### src/rtl/frame_channel_arbiter.sv
// Arbitrates QPI C0 (RdLine) and C1 (WrLine/WrFence) between the frame reader and writer,
// with round-robin per channel, read-credit throttling and a C1 write lock for fence pairs.

module frame_channel_arbiter_chk #(
  parameter int CNT_WIDTH = 6
) (
  input logic                 clk,
  input logic                 resetb,
  input logic                 afu_en,
  input logic                 rd_rsp_valid,
  input logic                 tx0_valid,
  input logic [CNT_WIDTH-1:0] cnt
);

  // A response with nothing outstanding and no matching issue is a credit underflow
  a_no_underflow: assert property (@(posedge clk) disable iff (!resetb)
    !(afu_en && rd_rsp_valid && !tx0_valid && (cnt == {CNT_WIDTH{1'b0}})))
    else $error("read credit underflow");

endmodule

module frame_channel_arbiter #(
  parameter int MAX_OUTSTANDING_READS = 32,
  parameter int CNT_WIDTH             = 6
) (
  input  logic                 clk,
  input  logic                 resetb,
  input  logic                 afu_en,
  input  logic                 c0_almost_full,
  input  logic                 c1_almost_full,
  input  logic                 rd_rsp_valid,
  input  logic                 reader_rd_req,
  input  logic                 writer_rd_req,
  input  logic                 reader_wr_req,
  input  logic                 writer_wr_req,
  input  logic                 reader_wr_lock,
  input  logic                 writer_wr_lock,
  output logic                 reader_rd_grant,
  output logic                 writer_rd_grant,
  output logic                 reader_wr_grant,
  output logic                 writer_wr_grant,
  output logic                 tx0_valid,
  output logic                 tx0_sel,
  output logic                 tx1_valid,
  output logic                 tx1_sel,
  output logic [CNT_WIDTH-1:0] outstanding_reads,
  output logic                 wr_locked
);

  localparam logic [CNT_WIDTH-1:0] MAX_RD_C = CNT_WIDTH'(MAX_OUTSTANDING_READS);

  // Two-way round-robin pick; returns {writer_grant, reader_grant}. last=1 means writer won last.
  function automatic logic [1:0] rr_pick(input logic req_rdr, input logic req_wtr, input logic last);
    logic [1:0] g;
    case ({req_rdr, req_wtr})
      2'b10:   g = 2'b01;
      2'b01:   g = 2'b10;
      2'b11:   g = last ? 2'b01 : 2'b10;
      default: g = 2'b00;
    endcase
    return g;
  endfunction

  logic                 rd_last_r;
  logic                 wr_last_r;
  logic                 wr_locked_r;
  logic                 wr_lock_owner_r;
  logic [CNT_WIDTH-1:0] rd_cnt_r;

  logic       active_s;
  logic       rd_ok_s;
  logic [1:0] rd_gnt_s;
  logic [1:0] wr_gnt_s;
  logic       wr_elig_rdr_s;
  logic       wr_elig_wtr_s;
  logic       wr_lock_sel_s;

  assign active_s = resetb && afu_en;
  assign rd_ok_s  = !c0_almost_full && (rd_cnt_r < MAX_RD_C);

  // C0 grant: round-robin gated by credits and TX space
  always_comb begin
    rd_gnt_s = 2'b00;
    if (active_s && rd_ok_s) begin
      rd_gnt_s = rr_pick(reader_rd_req, writer_rd_req, rd_last_r);
    end else begin
      rd_gnt_s = 2'b00;
    end
  end

  // C1 eligibility: a held lock excludes the non-owner even when the owner is idle
  always_comb begin
    wr_elig_rdr_s = reader_wr_req;
    wr_elig_wtr_s = writer_wr_req;
    if (wr_locked_r) begin
      wr_elig_rdr_s = reader_wr_req && !wr_lock_owner_r;
      wr_elig_wtr_s = writer_wr_req && wr_lock_owner_r;
    end else begin
      wr_elig_rdr_s = reader_wr_req;
      wr_elig_wtr_s = writer_wr_req;
    end
  end

  // C1 grant and the lock request of whoever wins
  always_comb begin
    wr_gnt_s      = 2'b00;
    wr_lock_sel_s = 1'b0;
    if (active_s && !c1_almost_full) begin
      wr_gnt_s = rr_pick(wr_elig_rdr_s, wr_elig_wtr_s, wr_last_r);
    end else begin
      wr_gnt_s = 2'b00;
    end
    if (wr_gnt_s[1]) begin
      wr_lock_sel_s = writer_wr_lock;
    end else begin
      wr_lock_sel_s = reader_wr_lock;
    end
  end

  // Arbitration history, read credits and write lock
  always_ff @(posedge clk or negedge resetb) begin
    if (!resetb) begin
      rd_last_r       <= 1'b1;
      wr_last_r       <= 1'b1;
      wr_locked_r     <= 1'b0;
      wr_lock_owner_r <= 1'b0;
      rd_cnt_r        <= {CNT_WIDTH{1'b0}};
    end else if (!afu_en) begin
      rd_last_r       <= 1'b1;
      wr_last_r       <= 1'b1;
      wr_locked_r     <= 1'b0;
      wr_lock_owner_r <= 1'b0;
      rd_cnt_r        <= {CNT_WIDTH{1'b0}};
    end else begin
      case ({tx0_valid, rd_rsp_valid})
        2'b10:   rd_cnt_r <= rd_cnt_r + {{(CNT_WIDTH-1){1'b0}}, 1'b1};
        2'b01:   rd_cnt_r <= (rd_cnt_r == {CNT_WIDTH{1'b0}}) ? rd_cnt_r
                                                             : rd_cnt_r - {{(CNT_WIDTH-1){1'b0}}, 1'b1};
        default: rd_cnt_r <= rd_cnt_r;
      endcase
      if (tx0_valid) begin
        rd_last_r <= rd_gnt_s[1];
      end
      if (tx1_valid) begin
        wr_last_r   <= wr_gnt_s[1];
        wr_locked_r <= wr_lock_sel_s;
        if (wr_lock_sel_s) begin
          wr_lock_owner_r <= wr_gnt_s[1];
        end
      end
    end
  end

  assign reader_rd_grant   = rd_gnt_s[0];
  assign writer_rd_grant   = rd_gnt_s[1];
  assign reader_wr_grant   = wr_gnt_s[0];
  assign writer_wr_grant   = wr_gnt_s[1];
  assign tx0_valid         = |rd_gnt_s;
  assign tx0_sel           = rd_gnt_s[1];
  assign tx1_valid         = |wr_gnt_s;
  assign tx1_sel           = wr_gnt_s[1];
  assign outstanding_reads = rd_cnt_r;
  assign wr_locked         = wr_locked_r;

  frame_channel_arbiter_chk #(.CNT_WIDTH(CNT_WIDTH)) u_chk (
    .clk          (clk),
    .resetb       (resetb),
    .afu_en       (afu_en),
    .rd_rsp_valid (rd_rsp_valid),
    .tx0_valid    (tx0_valid),
    .cnt          (rd_cnt_r)
  );

endmodule
### config.mk
export PLATFORM = sky130hd
export DESIGN_NAME = frame_channel_arbiter
export DESIGN_NICKNAME = d
export VERILOG_FILES = /design/src/rtl/frame_channel_arbiter.sv
export SDC_FILE = /design/constraint.sdc
export NUM_CORES = 1
export LEC_CHECK = 0
export CAP_MARGIN = 20
export CELL_PAD_IN_SITES_DETAIL_PLACEMENT = 1
export CELL_PAD_IN_SITES_GLOBAL_PLACEMENT = 1
export CORE_MARGIN = 3
export CORE_UTILIZATION = 40
export CTS_CLUSTER_DIAMETER = 120
export DETAILED_ROUTE_END_ITERATION = 7
export DONT_BUFFER_PORTS = 1
export PLACE_DENSITY = 0.76
export SETUP_SLACK_MARGIN = 0.5
export SLEW_MARGIN = 20
export SYNTH_ARGS = -nofsm -noshare
export SYNTH_HDL_FRONTEND = slang
export SYNTH_SLANG_ARGS = --single-unit
### constraint.sdc
create_clock -name clk -period 6.08 [get_ports clk]
set_input_delay 1.52 -clock clk [delete_from_list [all_inputs] [get_ports clk]]
set_output_delay 1.52 -clock clk [all_outputs]
set_load 0.1 [all_outputs]
[After elaboration in Yosys (flattened, before gate mapping)]
Index checks and enable logic that the tools add are counted.
Storage, ports and cells
  bits in registers: 10
Cells by class
  $add $sub $neg: 2
  order comparisons: 1
  equal/unequal tests: 13
  muxes and demuxes: 21
  reductions and logical operators: 14
Operator list (number)
  $mux 1: 12
  $mux 6: 2
  $pmux 2 s3: 2
  $pmux 6 s2: 1
  $eq 2x2->1 const B: 5
  $mux 2: 4
  $add 6x1->6 const B: 1
  $eq 2x1->1 const B: 3
  $logic_and 1x1->1: 6
  $logic_not 6->1: 1
  $lt 6x6->1 const B: 1
  $ne 2x1->1 const B: 3
  $sub 6x1->6 const B: 1
  $reduce_and 2->1: 2
  $reduce_or 2->1: 2
  $logic_not 1->1: 3
  $ne 3x1->1 const B: 1
  $ne 3x3->1 const B: 1

[Depth between registers and ports, before layout]
  depth after elaboration: 10
  gate-level depth with buffers: 8
  depth with buffers taken out: 8

[Worst setup path before layout]
Ideal clock, no wire load.
  path type: input to output
  start point: input c0_almost_full
  end point: output writer_rd_grant
  data arrival time: 4.696 ns
  required time: 4.560 ns
  slack: -0.136 ns
  stages on the path: 3
  cell sequence: nand4bb_4 -> a211oi_1 -> buf_4
On the way
  word-level cells in the longest chain between the ends: 4
RTL lines
  from (decl): RTL line 29  | input logic c0_almost_full,
  $logic_not 1->1: RTL line 79  | assign rd_ok_s = !c0_almost_full && (rd_cnt_r < MAX_RD_C);
  $logic_and 1x1->1: RTL line 79
  $logic_and 1x1->1: RTL line 84  | if (active_s && rd_ok_s) begin
  $mux 2: RTL line 84
  to (decl): RTL line 39  | output logic writer_rd_grant,
No other way between the ends.

[Worst setup path in the final report]
  start point: input c1_almost_full
  end point: output writer_wr_grant
On the way
  word-level cells in the longest chain between the ends: 3
RTL lines
  from (decl): RTL line 30  | input logic c1_almost_full,
  $logic_not 1->1: RTL line 108  | if (active_s && !c1_almost_full) begin
  $logic_and 1x1->1: RTL line 108
  $mux 2: RTL line 108
  to (decl): RTL line 41  | output logic writer_wr_grant,
No other way between the ends.

==> metrics.csv <==
metric,value,unit
run status,"finished, final reports clean",
Fin. Hold Viols,0,
Yosys cell types,30,
post-CTS sizing,0,
fin cells,107,
Area after DPL,790.8,um2
Die ar.,2365,um2
reg2reg setup slack,3120,ps
CTS H-tree depth,1,
Slew HR,21.88,%
Post-DP HPWL,1397,um
Inst Count DP,104,
layout cells sized above 1,16.87,%
PD cells,522.2,nW/um2
max-slew violations,0,
# diodes,0,
worst hold path class,flip-flop to flip-flop,
First-pass DRT Iterations,4,
DIE HEIGHT,48.63,um
RR Startpoint,outstanding_reads[5]$_DFFE_PN0P_,
"FFs w/ async S/R, synth",100.0,%
CP Capture Type,output pin,
Synth top area share,27.54,%
vias per inst,5.888,
Synth Net Count,99,
Ys Warns,0,
Placer Congestion,0.6984,
WHS Path Cells,2,
"Reg clk slew, reported paths",60,ps
area grow syn2layout,11.88,%
dominant cell by count in the synthesized netlist,nand2_1,
WS Path Type,primary input to output pin,
Worst EP required,4560,ps
fin util,50.47,%
core footprint,1612,um2
DP Worst Slack,1817,ps
sequential cell area fraction in the yosys report,34.77,%
Fin Clk Skew,1.225,ps
Root Driver,clkbuf_4,
TNS Setup,0,ps
CP arrival,2740,ps
Max Buffers Root-to-Sink,2,
CTS tree,yes,
peak supply drop,0.0002860,V
"Primary FF master, synth",dfrtp_1,
worst path buffer plus inverter count,0,
fmax,234.5,MHz
Horiz. Die Dim,48.63,um
max cap viols,0,
Commonest cells post-synth,"13 x nand2_1, 8 x dfrtp_1, 7 x a21oi_1, 7 x nor2_1, 6 x o21ai_1",
crit path max fanout,6,
Num CTS Buffers,3,
Port Buf Inserts,0,
Post-synth EDFFs,0,
Syn Inst Count,82,
first-pass GRT wire length,3063,um
mean area per synthesized cell,8.865,um2
antenna-violating nets left,0,
reg2reg end,outstanding_reads[5]$_DFFE_PN0P_,
# hold bufs at CTS,0,
number of DRC markers in iteration 0,4,
Rows,14,
Initial Util,45.11,%
worst skew pair latency,270,ps
synth top area cells,"dfrtp_1 28%, dfstp_2 7.2%, ha_1 6.9%",
period utilisation layout,70.14,%
io pins,27,
Top Family by Delay on Critical Path,compound AO/OA/AOI/OAI gates,
post-layout instance area,813.3,um2
RSZ-0062 raised after global routing,false,
hold endpoint,rd_last_r$_DFFE_PN1P_,
critical path's slowest cell,o2111a_2,
Routed WL,1729,um
Leak,0.3494,nW
crit path time final,4265,ps
nets,102,
CP Cell Sequence,and3b_1 > o2111a_2,
DR WL/cell,16.16,um
Vias,630,
cell count of the worst reg-to-reg path,8,
"Largest stage delay, worst path",970,ps
area of the mapped netlist,726.9,um2
final setup violation count,0,
"area leader, netlist",dfrtp_1,
Worst Min Path Start,rd_last_r$_DFFE_PN1P_,
# Post-CTS Setup Buffers,0,
Slew @ Worst Pin,1173,ps
DR DRC count,0,
largest net degree at the start of global routing,15,
initial antenna violation count,0,
CTS sink cnt,10,
CP Launch Type,primary input,
#FFs+latches synth,10,
Overall Global Routing Usage,16.41,%
Setup WS post-layout,1815,ps
number of global-route vias before repair,659,
GRT overflow,0,
[cell usage in the layout (no fill, tap or decap), types with 2 or more instances in the layout]
cell,instances
o21ai_1,6
xnor2_1,2
nand2_1,13
a211oi_1,2
ha_1,4
o31ai_1,2
nand2b_1,2
nor2_1,5
inv_1,2
a21o_1,3
o21ai_0,4
nor2_2,2
clkbuf_4,3
a21oi_1,6
dfstp_2,2
dfrtp_1,8
[sequential cells by signal (all words and copies together) (netlist names)]
signal,flops
outstanding_reads,6
rd_last_r,1
wr_last_r,1
wr_lock_owner_r,1
wr_locked,1
[worst max path at each step]
stage	from	end	slack, ps	depth (start not counted)
2_1_floorplan	c0_almost_full	writer_rd_grant	980	3
3_5_place_dp	c1_almost_full	writer_wr_grant	1820	2
6_report	c1_almost_full	writer_wr_grant	1820	2
4_1_cts	c1_almost_full	writer_wr_grant	1820	2
5_1_grt	c1_almost_full	writer_wr_grant	1760	2
3_3_place_gp	c1_almost_full	writer_wr_grant	1850	2
[cell families (layout without fill, tap and decap cells)]
family	Yosys count	in the layout	synth area share [%]
and+or+nand+nor	26	26	19.11
AOI/OAI and AO/OA	31	31	27.19
muxes	1	1	1.377
adders and majority gates	5	5	9.639
xor gates and xnor gates	3	3	3.615
DFF	10	10	34.77
buffers and inverters	6	7	4.302
[cell type report]
| class | count | area, um2 |
|---|---|---|
| inverter | 2 | 7.507 |
| clock buffer | 3 | 22.52 |
| sequential | 10 | 252.7 |
| multi-input combinational | 66 | 465.4 |
| timing repair buffer | 2 | 35.03 |
| fill | 193 | 798.3 |
| tap | 24 | 30.03 |
[metal layers]
metal	vias to the layer above	global-route usage (%)	wire length [um]
met5	-	0	0
met4	0	5.687	15
met3	4	5.828	118
met2	21	28.28	906
met1	305	18.62	689
li1	300	-	-
[power breakdown]
part | internal [W] | total (W) | switching [W]
Clock | 0.0000228 | 0.0000446 | 0.0000218
Combinational | 0.0000610 | 0.000134 | 0.0000730
Sequential | 0.0000821 | 0.000246 | 0.000164
Total | 0.000166 | 0.000425 | 0.000259
[stage by stage]
stage / hold slack [ps] / power (W)
finish: 556.1 / 0.0004247
global route: 593.3 / 0.0004529
CTS: 564.3 / 0.0004290
detailed placement: 552.9 / 0.0003843
global placement: 511.6 / 0.0003760
floorplan: 475.6 / 0.0003541
No activity file was read; power rests on OpenSTA's default activity.
